### src/rtl/cla_addsub_pipe_if.sv
// cla_addsub_pipe_if: operand/result handshake bundle for cla_addsub_pipe
//   master : operand producer and result consumer
//   slave  : the adder/subtractor pipeline
//   in_valid/in_ready   operand handshake, a/b/sub/trap_op travel with in_valid
//   out_valid/out_ready result handshake, sum/cout/ovf/zero/trap travel with out_valid
interface cla_addsub_pipe_if;
    logic        in_valid;
    logic        in_ready;
    logic [31:0] a;
    logic [31:0] b;
    logic        sub;
    logic        trap_op;
    logic        out_valid;
    logic        out_ready;
    logic [31:0] sum;
    logic        cout;
    logic        ovf;
    logic        zero;
    logic        trap;

    modport master (
        output in_valid, a, b, sub, trap_op, out_ready,
        input  in_ready, out_valid, sum, cout, ovf, zero, trap
    );

    modport slave (
        input  in_valid, a, b, sub, trap_op, out_ready,
        output in_ready, out_valid, sum, cout, ovf, zero, trap
    );
endinterface

### src/rtl/cla_addsub_pipe.sv
// cla_addsub_pipe: two-stage pipelined 32-bit carry-lookahead adder/subtractor
//   clk    rising-edge clock
//   rst_n  synchronous active-low reset, empties both stages and clears outputs
//   bus    cla_addsub_pipe_if.slave: operands a, b, sub, trap_op in on in_valid/in_ready;
//          sum, cout, ovf, zero, trap out on out_valid/out_ready
// Stage 1 registers per-bit propagate/generate; stage 2 resolves the carries through a
// tree of 2-bit pg cells (2/4/8/16/32-bit spans, then back-propagation) and registers
// the result.
// Build option ADDSUB_OVF_TRAP_EN: when defined, trap = ovf & trap_op registered with the
// result; when undefined, trap is tied to 0 and trap_op is ignored.
module cla_addsub_pipe (
    input logic              clk,
    input logic              rst_n,
    cla_addsub_pipe_if.slave bus
);
    logic        s1_valid, s2_valid, s1_adv, s2_adv;
    logic [31:0] b_eff, s1_p, s1_g;
    logic        s1_c0;
    logic [1:0]  pg [32];
    logic [32:0] c;
    logic [31:0] sum_d, sum_q;
    logic        ovf_d, cout_q, ovf_q, zero_q;

    // Combines a high group with the adjacent lower group: {P, G}
    function automatic logic [1:0] pg_cell(input logic [1:0] hi, input logic [1:0] lo);
        return {hi[1] & lo[1], hi[0] | (hi[1] & lo[0])};
    endfunction

    assign s2_adv       = !s2_valid || bus.out_ready;
    assign s1_adv       = s1_valid && s2_adv;
    assign bus.in_ready = !s1_valid || s2_adv;
    assign b_eff        = bus.sub ? ~bus.b : bus.b;

    always_ff @(posedge clk) begin
        if (!rst_n) begin
            s1_valid <= 1'b0;
            s1_p     <= '0;
            s1_g     <= '0;
            s1_c0    <= 1'b0;
        end else if (bus.in_ready) begin
            s1_valid <= bus.in_valid;
            if (bus.in_valid) begin
                s1_p  <= bus.a ^ b_eff;
                s1_g  <= bus.a & b_eff;
                s1_c0 <= bus.sub;
            end
        end
    end

    // Brent-Kung style prefix tree worked in place. The carry-in is folded into bit 0's
    // generate, so every prefix G[j:0] is directly c[j+1].
    always_comb begin
        for (int j = 0; j < 32; j++) pg[j] = {s1_p[j], s1_g[j]};
        pg[0][0] = s1_g[0] | (s1_p[0] & s1_c0);
        // Up-sweep: node j at level l covers span 2^l ending at bit j.
        for (int l = 1; l <= 5; l++)
            for (int j = 0; j < 32; j++)
                if ((j + 1) % (1 << l) == 0)
                    pg[j] = pg_cell(pg[j], pg[j - (1 << (l - 1))]);
        // Back-propagation: extend each partial node with the finished prefix just below it.
        for (int l = 5; l >= 1; l--)
            for (int j = 0; j < 32; j++)
                if (j >= (1 << l) && (j + 1) % (1 << l) == (1 << (l - 1)))
                    pg[j] = pg_cell(pg[j], pg[j - (1 << (l - 1))]);
        c[0] = s1_c0;
        for (int j = 0; j < 32; j++) c[j + 1] = pg[j][0];
    end

    assign sum_d = s1_p ^ c[31:0];
    assign ovf_d = c[31] ^ c[32];

    always_ff @(posedge clk) begin
        if (!rst_n) begin
            s2_valid <= 1'b0;
            sum_q    <= '0;
            cout_q   <= 1'b0;
            ovf_q    <= 1'b0;
            zero_q   <= 1'b0;
        end else begin
            if (s2_adv) s2_valid <= s1_valid;
            if (s1_adv) begin
                sum_q  <= sum_d;
                cout_q <= c[32];
                ovf_q  <= ovf_d;
                zero_q <= ~|sum_d;
            end
        end
    end

    assign bus.out_valid = s2_valid;
    assign bus.sum       = sum_q;
    assign bus.cout      = cout_q;
    assign bus.ovf       = ovf_q;
    assign bus.zero      = zero_q;

`ifdef ADDSUB_OVF_TRAP_EN
    logic s1_trap_op, trap_q;

    always_ff @(posedge clk) begin
        if (!rst_n) begin
            s1_trap_op <= 1'b0;
            trap_q     <= 1'b0;
        end else begin
            if (bus.in_ready && bus.in_valid) s1_trap_op <= bus.trap_op;
            if (s1_adv) trap_q <= ovf_d & s1_trap_op;
        end
    end

    assign bus.trap = trap_q & s2_valid;
`else
    assign bus.trap = 1'b0;
`endif
endmodule
### src/flat_wrapper.sv
// flat-port wrapper written by rule: the top's interface ports become plain ports
module cla_addsub_pipe_flat 
  (clk, rst_n, bus_in_valid, bus_a, bus_b, bus_sub, bus_trap_op, bus_out_ready, bus_in_ready, bus_out_valid, bus_sum, bus_cout, bus_ovf, bus_zero, bus_trap);
  cla_addsub_pipe_if bus_i ();
  input logic clk;
  input logic rst_n;
  input wire logic [$bits(bus_i.in_valid)-1:0] bus_in_valid;
  input wire logic [$bits(bus_i.a)-1:0] bus_a;
  input wire logic [$bits(bus_i.b)-1:0] bus_b;
  input wire logic [$bits(bus_i.sub)-1:0] bus_sub;
  input wire logic [$bits(bus_i.trap_op)-1:0] bus_trap_op;
  input wire logic [$bits(bus_i.out_ready)-1:0] bus_out_ready;
  output wire logic [$bits(bus_i.in_ready)-1:0] bus_in_ready;
  output wire logic [$bits(bus_i.out_valid)-1:0] bus_out_valid;
  output wire logic [$bits(bus_i.sum)-1:0] bus_sum;
  output wire logic [$bits(bus_i.cout)-1:0] bus_cout;
  output wire logic [$bits(bus_i.ovf)-1:0] bus_ovf;
  output wire logic [$bits(bus_i.zero)-1:0] bus_zero;
  output wire logic [$bits(bus_i.trap)-1:0] bus_trap;
  assign bus_i.in_valid = bus_in_valid;
  assign bus_i.a = bus_a;
  assign bus_i.b = bus_b;
  assign bus_i.sub = bus_sub;
  assign bus_i.trap_op = bus_trap_op;
  assign bus_i.out_ready = bus_out_ready;
  assign bus_in_ready = bus_i.in_ready;
  assign bus_out_valid = bus_i.out_valid;
  assign bus_sum = bus_i.sum;
  assign bus_cout = bus_i.cout;
  assign bus_ovf = bus_i.ovf;
  assign bus_zero = bus_i.zero;
  assign bus_trap = bus_i.trap;
  cla_addsub_pipe u_core (.clk(clk), .rst_n(rst_n), .bus(bus_i));
endmodule
### config.mk
export PLATFORM = sky130hd
export DESIGN_NAME = cla_addsub_pipe_flat
export DESIGN_NICKNAME = d
export VERILOG_FILES = /design/src/rtl/cla_addsub_pipe_if.sv /design/src/rtl/cla_addsub_pipe.sv /design/src/flat_wrapper.sv
export SDC_FILE = /design/constraint.sdc
export NUM_CORES = 1
export LEC_CHECK = 0
export ABC_AREA = 1
export CAP_MARGIN = 20
export CORE_MARGIN = 2
export CORE_UTILIZATION = 40
export CTS_CLUSTER_DIAMETER = 80
export CTS_CLUSTER_SIZE = 28
export DETAILED_ROUTE_END_ITERATION = 8
export GPL_TIMING_DRIVEN = 0
export PLACE_DENSITY = 0.63
export SLEW_MARGIN = 20
export SYNTH_ARGS = -nofsm -noshare
export SYNTH_HDL_FRONTEND = slang
export SYNTH_SLANG_ARGS = --single-unit
### constraint.sdc
create_clock -name clk -period 4.9 [get_ports clk]
set_clock_uncertainty 0.1 [all_clocks]
set_input_delay 0.98 -clock clk [delete_from_list [all_inputs] [get_ports clk]]
set_output_delay 0.98 -clock clk [all_outputs]
set_load 0.05 [all_outputs]
==> impl_metrics.ini, run 1 <==
[outcome]
outcome = finished clean

[floorplanning]
rows = 41
start_util_pct = 41.1
fp.coreArea_um2 = 12700
die_y_um = 118
die_area_um2 = 14000
io_pins = 108
die_w_um = 118

[clocking]
ctsResizeCount = 0
postCtsSetupBuffers = 0
cts_tree = done
clkSinkCount = 102
cts-root-buf = clkbuf_16
clkLatencyLatePin_ns = 0.34
numCtsBuffers = 9
clk_path_buf_depth = 2
clk_pin_slew_ns = 0.07
cts_htree_levels = 3
postCtsHoldBufs = 0

[power]
leakage_nw = 3.00
ir_worst_vdd_v = 0.000165
power.density_nw_per_um2 = 325

[sta]
drv_slew = 0
setup_tns_ns = 0
finalCritPeriodShare_pct = 71.5
timing.fmax_ghz = 0.286
tightest_slew_ns = 0.727
setup_violations = 0
period_needed_ns = 3.50
max_slew_margin_pct = 51.6
hold_viol = 0
rsz0062_at_grt = no

[place]
dp_hpwl_um = 11100
portBuffers = 103
place.gp.congestion = 0.889

[synth]
ys.warnings.count = 0
synth-seq-area-share_pct = 39.2
synth-seq-cells = 102
syn-cell-area_um2 = 5210
syn_area_per_cell_um2 = 7.69
async_flop_share_pct = 0
synth_nets = 796
ys.flop_type = dfxtp_1
yosys.cell_types.count = 33
syn_inst = 677
synth_edf_count = 0

[worst_setup_path]
path_class = in2out
crit_fanout = 3
cp.arrival_ns = 2.42
end_kind = primary output
cp-start-kind = input pin
cp_data_required_time_ns = 3.82

[final_layout]
syn2layout_area_growth_pct = 29.9
fin_util_pct = 53.4
regArea_um2 = 2040
nFillCells = 1241
multi_input_area_um2 = 2870
drive_gt1_share_pct = 6.41
nets = 910
n_antenna_cell = 0

[grt]
grt_pass1_vias = 4655
grt_pass1_wl_um = 22600
grt_max_degree = 17
track_usage_pct = 20.5
antenna_found_initial = 0
overflow = 0

[detailed_routing]
routed_wl_um = 14000
first_pass_iters = 5
drc = 0
wire_per_inst_um = 14.5
vias = 4774
ant_nets = 0
drt-vias-per-instance = 4.93
drt_iter0_drc = 242

[min_path]
holdCritPathClass = reg2reg

[flow_run]
maxCapViolations = 0
[path summary, 6_finish.rpt]
path,cells past startpoint,slack (ns),start,end
worst max-delay path,4,1.40,bus_out_ready,bus_in_ready
worst max register to register,18,1.67,u_core.s1_c0$_SDFFE_PN0P_,u_core.bus.zero$_SDFFE_PN0P_
worst min register to register,2,0.35,u_core.s1_g[9]$_SDFFE_PN0P_,u_core.s1_g[9]$_SDFFE_PN0P_
worst min-delay path,2,0.35,u_core.s1_g[9]$_SDFFE_PN0P_,u_core.s1_g[9]$_SDFFE_PN0P_
[layer usage]
metal / routed length (um) / vias up / track usage [%]
met5: 0 / - / 0
met4: 428 / 0 / 8.43
met2: 6450 / 140 / 34.4
met3: 745 / 28 / 2.62
met1: 6400 / 2176 / 26.5
li1: - / 2430 / -
[where the power goes]
group / total, mW / leakage [nW] / switching, mW / internal (mW)
logic: 0.518 / 2.01 / 0.312 / 0.206
registers: 0.946 / 0.844 / 0.0498 / 0.896
clock network: 0.734 / 0.149 / 0.308 / 0.426
[flip-flops by register name, indices dropped and copies added (netlist names)]
signal	count
u_core.bus.sum	32
u_core.s1_g	32
u_core.s1_p	32
u_core.bus.cout	1
u_core.bus.out_valid	1
u_core.bus.ovf	1
u_core.bus.zero	1
u_core.s1_c0	1
u_core.s1_valid	1
[synthesized netlist by cell type (2+ instances only)]
| library cell | number | area share, % |
|---|---|---|
| a21oi_1 | 39 | 3.7 |
| a21oi_2 | 2 | 0.34 |
| a31o_2 | 2 | 0.34 |
| buf_2 | 11 | 1.1 |
| clkbuf_1 | 24 | 1.7 |
| dfxtp_1 | 102 | 39 |
| ha_1 | 49 | 12 |
| inv_1 | 33 | 2.4 |
| inv_2 | 4 | 0.29 |
| nand2_1 | 55 | 4.0 |
| nand2_2 | 5 | 0.60 |
| nand2_4 | 6 | 1.3 |
| nand3_1 | 9 | 0.86 |
| nand4_1 | 4 | 0.48 |
| nor2_1 | 170 | 12 |
| nor2_2 | 2 | 0.24 |
| nor3_1 | 2 | 0.19 |
| nor4_1 | 2 | 0.24 |
| o21ai_0 | 96 | 9.2 |
| xor2_1 | 47 | 7.9 |
[critical path, stage by stage]
cell             delay, ns
clkdlybuf4s50_1       0.46
inv_1                 0.05
nand3_1               0.11
clkdlybuf4s50_1       0.82
[per-stage QoR]
| stage | hold WS (ns) | area (um^2) | power (mW) | cells | setup WS, ns |
|---|---|---|---|---|---|
| after floorplan | 0.319 | 5210 | 1.27 | 677 | 2.16 |
| after global placement | 0.336 | 6450 | 1.47 | 952 | 1.41 |
| final | 0.355 | 6770 | 2.20 | 968 | 1.40 |
| after detailed placement | 0.341 | 6450 | 1.48 | 952 | 1.41 |
| after global routing | 0.375 | 6770 | 2.30 | 968 | 1.34 |
| after CTS | 0.348 | 6770 | 2.21 | 968 | 1.40 |
[cell families (layout without fill, tap and decap cells)]
| family | count (synthesis) | count (layout) | share of synthesized area, % |
|---|---|---|---|
| simple gates | 259 | 259 | 20.7 |
| compound gates | 145 | 145 | 14.7 |
| flops | 102 | 102 | 39.2 |
| buf+inv | 74 | 193 | 5.67 |
| fa+ha+maj | 49 | 49 | 11.8 |
| xor+xnor | 47 | 47 | 7.90 |
| other cells | 1 | 1 | 0.0720 |
[area by class of cell]
type / count / share of cell area [%]
flip-flops and latches: 102 / 30.2
inverters: 38 / 2.11
multi-input cells: 501 / 42.4
clock buffers: 12 / 3.79
repair buffers: 103 / 15.2
clock inverters: 4 / 0.814
well taps: 172 / 3.18
plain buffers: 36 / 2.26
[layout by cell type (no fill, tap or decap), types with 2 or more instances in the layout]
cell type	instances
a21oi_1	39
a21oi_2	2
a31o_2	2
buf_2	11
clkbuf_1	25
clkbuf_16	9
clkbuf_8	2
clkdlybuf4s50_1	103
clkinv_4	2
dfxtp_1	102
ha_1	49
inv_1	33
inv_2	4
nand2_1	55
nand2_2	5
nand2_4	6
nand3_1	9
nand4_1	4
nor2_1	170
nor2_2	2
nor3_1	2
nor4_1	2
o21ai_0	96
xor2_1	47
No activity file was read; power rests on OpenSTA's default activity.
==> run 2: changes to the inputs <==
clock period = 3.3 ns   (was 4.9 ns; I/O delays follow)
==> run 2 against run 1 <==
Effect of this change: global-route usage did not move; final area up 1.9%; largest cell class unchanged; first-iteration DRC count is 8.7% lower; critical path type is now reg2reg; routed wire length increased by 1.5%; via count up 0.15%; highest routed layer unchanged; largest power group unchanged; count of clock-buffer cells in the layout is the same; cell count increased by 0.10%.
==> impl_metrics.ini, run 2 (synthesized netlist as in run 1, its figures left out) <==
[sta]
period_needed_ns = 3.12
drv_slew = 0
timing.fmax_ghz = 0.320
setup_violations = 0
fin_hold_ws_ns = 0.353
hold_viol = 0
setup_tns_ns = 0
max_slew_margin_pct = 51.4
tightest_slew_ns = 0.730
finalCritPeriodShare_pct = 94.6

[worst_setup_path]
timing.rr.start = u_core.s1_c0$_SDFFE_PN0P_
path_cells = ha_1, or2_2, ha_2, inv_2, nand2_4, nand2_1, nand2_2, nand2_4, nand2_4, nand2_4, nand2_8, a21oi_4, o21bai_1, ha_1, nor2_1, nand4_1, nand3b_1, nor2_1, nand3_1, a21oi_1
crit_fanout = 5
path_class = reg2reg
cp-start-kind = flip-flop
r2r_slack_ns = 0.18
critical_path.max_stage_delay_ns = 0.35
cp.arrival_ns = 3.29
cp_data_required_time_ns = 3.47
reg2regPathDepth = 20
end_kind = flip-flop
crit_buf_inv = 1
cp_top_family = simple AND/OR/NAND/NOR gates
slowest_stage = ha_1
regToRegEndpoint = u_core.bus.zero$_SDFFE_PN0P_
crit_path_frequent_cell = nand2_4

[place]
portBuffers = 103
dp_hpwl_um = 11100
place.gp.congestion = 0.889

[floorplanning]
start_util_pct = 41.1
die_y_um = 118
die_w_um = 118
die_area_um2 = 14000
fp.coreArea_um2 = 12700
io_pins = 108
rows = 41

[clocking]
clk_pin_slew_ns = 0.07
clk_path_buf_depth = 2
cts_htree_levels = 3
cts-root-buf = clkbuf_16
clkLatencyLatePin_ns = 0.34
cts_tree = done
clkSinkCount = 102
numCtsBuffers = 9

[grt]
use_met1_pct = 26.5
track_usage_pct = 20.5
gr-usage-met3_pct = 2.62
grt.met2_usage_pct = 34.4
overflow = 0
grt_pass1_wl_um = 22600
grt_pass1_vias = 4655
antenna_found_initial = 0
grt_max_degree = 17
busiest_layer = met2

[detailed_routing]
drt_iter0_drc = 221
vias = 4781
drc = 0
first_pass_iters = 5
drt-vias-per-instance = 4.93
routed_wl_um = 14200
ant_nets = 0
wire_per_inst_um = 14.7

[power]
p_seq_share_pct = 42.7
power.density_nw_per_um2 = 479
leakage_nw = 3.03
ir_worst_vdd_v = 0.000244
clockPowerShare_pct = 33.2
p_sw_share_pct = 30.8
p_switching_mw = 1.02
p_comb_share_pct = 24.1
p_int_mw = 2.29

[min_path]
hold_end = u_core.s1_g[9]$_SDFFE_PN0P_
min_from = u_core.s1_g[9]$_SDFFE_PN0P_
holdCritPathClass = reg2reg
whs_path_depth = 2

[final_layout]
nets = 911
drive_gt1_share_pct = 8.28
nFillCells = 1227
syn2layout_area_growth_pct = 32.3
mostFrequentLayoutCells = nor2_1, clkdlybuf4s50_1, dfxtp_1
n_antenna_cell = 0
layout_commonest_cell = nor2_1

[outcome]
outcome = finished clean

[flow_run]
maxCapViolations = 0
-- run 2: changes by cell type in the layout (fill, tap and decap cells not counted), sizes merged --
cell  previous run  this run
buf             12        13
-- run 2: repair_timing --
| item | in CTS | in global routing |
|---|---|---|
| setup endpoints to repair | 0 | 1 |
| resized for setup | 0 | 20 |
| hold buffers | 0 | 0 |
| endpoints found under the hold margin | 0 | 0 |
| setup buffers | 0 | 1 |
-- run 2: layout make-up --
type | count | area, um^2 | area share [%]
Clock inverter | 4 | 55.1 | 0.799
Clock buffer | 12 | 256 | 3.72
Timing Repair Buffer | 104 | 1040 | 15.1
Buffer | 36 | 153 | 2.21
Sequential cell | 102 | 2040 | 29.6
Inverter | 38 | 143 | 2.07
Tap cell | 172 | 215 | 3.12
Multi-Input combinational cell | 501 | 2990 | 43.4
-- run 2: worst max path at each step --
stage / endpoint / slack (ns) / startpoint / cells past startpoint
finish: u_core.bus.zero$_SDFFE_PN0P_ / 0.18 / u_core.s1_c0$_SDFFE_PN0P_ / 20
global route: u_core.bus.zero$_SDFFE_PN0P_ / -0.02 / u_core.s1_c0$_SDFFE_PN0P_ / 24
CTS: u_core.bus.zero$_SDFFE_PN0P_ / 0.09 / u_core.s1_c0$_SDFFE_PN0P_ / 18
detailed placement: u_core.bus.zero$_SDFFE_PN0P_ / 0.11 / u_core.s1_c0$_SDFFE_PN0P_ / 18
global placement: u_core.bus.zero$_SDFFE_PN0P_ / 0.15 / u_core.s1_c0$_SDFFE_PN0P_ / 18
floorplan: u_core.bus.zero$_SDFFE_PN0P_ / 0.56 / u_core.s1_c0$_SDFFE_PN0P_ / 24
-- run 2: metal layers --
metal | wire (um) | vias up
li1 | - | 2431
met1 | 6440 | 2183
met2 | 6610 | 139
met3 | 752 | 28
met4 | 429 | 0
met5 | 0 | -
-- run 2: tightest hold or removal path, delay by kind of cell, from the launching register on --
family,cells,cell delay [ns]
compound gates,1,0.05
buf+inv,1,0.05
flops,1,0.31
-- run 2: stage by stage --
stage                     total power [mW]  std cells  setup WS (ns)  util [%]  instance area [um^2]
after global placement                2.18        952          0.148      50.9                  6450
after floorplan                       1.89        677          0.559         -                  5210
after global routing                  3.44        969        -0.0158      54.4                  6890
after detailed placement              2.20        952          0.109      50.9                  6450
after CTS                             3.28        968         0.0917      53.4                  6770
final                                 3.30        969          0.177      54.4                  6890
-- run 2: power groups by stage --
stage / registers, mW / logic (mW) / clock network [mW]
after CTS: 1.40 / 0.773 / 1.10
final: 1.41 / 0.797 / 1.10
after global placement: 1.43 / 0.756 / 0
after floorplan: 1.53 / 0.362 / 0
after global routing: 1.42 / 0.874 / 1.15
after detailed placement: 1.43 / 0.766 / 0
==> run 3: changes to the inputs <==
ABC_AREA = 0   (was 1)
SETUP_SLACK_MARGIN = 0.02   (was default)
==> run 3 against run 2 <==
Effect of this change: the run now ends with setup timing left; first-iteration DRC count decreased by 0.90%; cell count decreased by 2.1%; routed wire length increased by 0.56%; worst hold slack improved by 0.013 ns; synthesized cell count decreased by 5.3%; sequential power about the same; final area increased by 4.2%; critical endpoint unchanged; largest power group unchanged; highest routed layer unchanged.
==> impl_metrics.ini, run 3 <==
[clocking]
numCtsBuffers = 9
cts-root-buf = clkbuf_16
cts_htree_levels = 3
clk_pin_slew_ns = 0.07
cts_tree = done
clkLatencyLatePin_ns = 0.35
clk_path_buf_depth = 2
clkSinkCount = 102

[sta]
hold_viol = 0
rsz0062_at_grt = yes
max_slew_margin_pct = 53.2
setup_violations = 2
finalCritPeriodShare_pct = 114
period_needed_ns = 3.77
timing.fmax_ghz = 0.265
setup_ws_ns = -0.469
tightest_slew_ns = 0.702
drv_slew = 0
setup_tns_ns = -0.648

[final_layout]
mostFrequentLayoutCells = nand2_1, clkdlybuf4s50_1, dfxtp_1
final_cells = 949
layout_commonest_cell = nand2_1
drive_gt1_share_pct = 8.41
regArea_um2 = 2040
syn2layout_area_growth_pct = 33.6
n_antenna_cell = 0
nFillCells = 1235
multi_input_area_um2 = 3340
nets = 887

[grt]
grt_max_degree = 19
busiest_layer = met2
grt.met2_usage_pct = 33.8
overflow = 0
grt_pass1_vias = 4604
grt_pass1_wl_um = 22900
gr-usage-met3_pct = 3.23
track_usage_pct = 20.2
antenna_found_initial = 0
use_met1_pct = 26.8

[synth]
syn-cell-area_um2 = 5380
async_flop_share_pct = 0
synth-seq-cells = 102
synth-seq-area-share_pct = 38.0
synth_commonest_cells = nand2_1, dfxtp_1, a21boi_0, ha_1, xor2_1
ys.flop_type = dfxtp_1
yosys-top-cells-area = dfxtp_1, nand2_1, a21boi_0
synth_edf_count = 0
ys.warnings.count = 0
synth_most_common_cell = nand2_1
syn_inst = 641
synth.top_cell.area_share_pct = 38.0
yosys.cell_types.count = 43
syn_area_per_cell_um2 = 8.39
synth_nets = 760
synth_top_cell_by_area = dfxtp_1

[floorplanning]
die_w_um = 120
rows = 42
die_y_um = 120
die_area_um2 = 14400
start_util_pct = 40.8
fp.coreArea_um2 = 13200
io_pins = 108

[worst_setup_path]
cp_data_required_time_ns = 3.48
end_kind = flip-flop
cp-startpoint = u_core.s1_c0$_SDFFE_PN0P_
cp-start-kind = flip-flop
cp.arrival_ns = 3.95
path_class = reg2reg
crit_fanout = 2
timing.rr.start = u_core.s1_c0$_SDFFE_PN0P_

[detailed_routing]
drt-vias-per-instance = 5.05
routed_wl_um = 14300
drt_iter0_drc = 219
drc = 0
first_pass_iters = 4
wire_per_inst_um = 15.1
ant_nets = 0
vias = 4793

[power]
power.density_nw_per_um2 = 432
leakage_nw = 2.91
ir_worst_vdd_v = 0.000228

[outcome]
outcome = complete, but fails checks
violations = setup timing

[min_path]
min_from = u_core.s1_g[19]$_SDFFE_PN0P_
holdCritPathClass = reg2reg

[place]
placed_cells = 920
portBuffers = 103
place.gp.congestion = 0.880
dp_hpwl_um = 11100

[flow_run]
maxCapViolations = 0
## run 3: layout make-up
class | count | share of cell area, %
Clock buffer | 9 | 3.13
Tap cell | 176 | 3.07
Multi-Input combinational cell | 500 | 46.4
Clock inverter | 7 | 1.11
Timing Repair Buffer | 116 | 15.7
Inverter | 1 | 0.0522
Buffer | 38 | 2.04
Sequential cell | 102 | 28.5
## run 3: worst paths after layout
check	endpoint	slack [ns]	cells after the start
max	u_core.bus.zero$_SDFFE_PN0P_	-0.47	17
min	u_core.s1_g[19]$_SDFFE_PN0P_	0.37	2
max reg2reg	u_core.bus.zero$_SDFFE_PN0P_	-0.47	17
min reg2reg	u_core.s1_g[19]$_SDFFE_PN0P_	0.37	2
## run 3: worst max-delay path, cell delays in order (launching register included)
cell and delay [ns]:
dfxtp_2 0.32, ha_2 0.17, or2_4 0.25, ha_4 0.16, o211ai_1 0.27, a21oi_2 0.13
o211ai_1 0.20, buf_4 0.16, nand2_1 0.07, and3_4 0.17, a21o_1 0.18, a31o_1 0.19
ha_2 0.30, nor4_1 0.41, nand2_1 0.13, nor4_2 0.26, nand4_1 0.12, a21boi_1 0.14
## run 3: layer usage
layer	vias to the layer above	share of wire (%)
met1	2252	46
met3	19	5.1
met5	-	0
li1	2403	-
met2	119	47
met4	0	1.9
## run 3: what timing repair did
| action | CTS | global route |
|---|---|---|
| resized for setup | 7 | 21 |
| setup endpoints to repair | 4 | 7 |
| pin swaps | 5 | 16 |
| hold buffers | 0 | 0 |
| buffers inserted | 10 | 5 |
## run 3: stage by stage
stage / hold slack (ns) / area [um^2] / utilization [%] / worst slack (ns) / total power, mW
after floorplan: 0.340 / 5410 / - / -0.0699 / 1.76
after global placement: 0.350 / 6660 / 50.5 / -0.498 / 2.00
after detailed placement: 0.359 / 6660 / 50.5 / -0.563 / 2.01
after CTS: 0.369 / 7080 / 53.7 / -0.478 / 3.11
after global routing: 0.394 / 7180 / 54.5 / -0.620 / 3.25
final: 0.366 / 7180 / 54.5 / -0.469 / 3.11
## run 3: report_power, final
group | internal, mW | switching [mW] | total, mW | leakage (nW)
Clock | 0.598 | 0.498 | 1.10 | 0.143
Sequential | 1.30 | 0.0727 | 1.38 | 0.835
Combinational | 0.288 | 0.346 | 0.634 | 1.93
## run 3: cells by family after synthesis
logic type                 share of synthesized area, %
AOI/OAI and AO/OA                                  20.2
xor gates and xnor gates                           7.65
adders and majority gates                          11.4
buffers and inverters                              2.79
DFF                                                38.0
muxes                                             0.372
other                                            0.0697
and+or+nand+nor                                    19.6
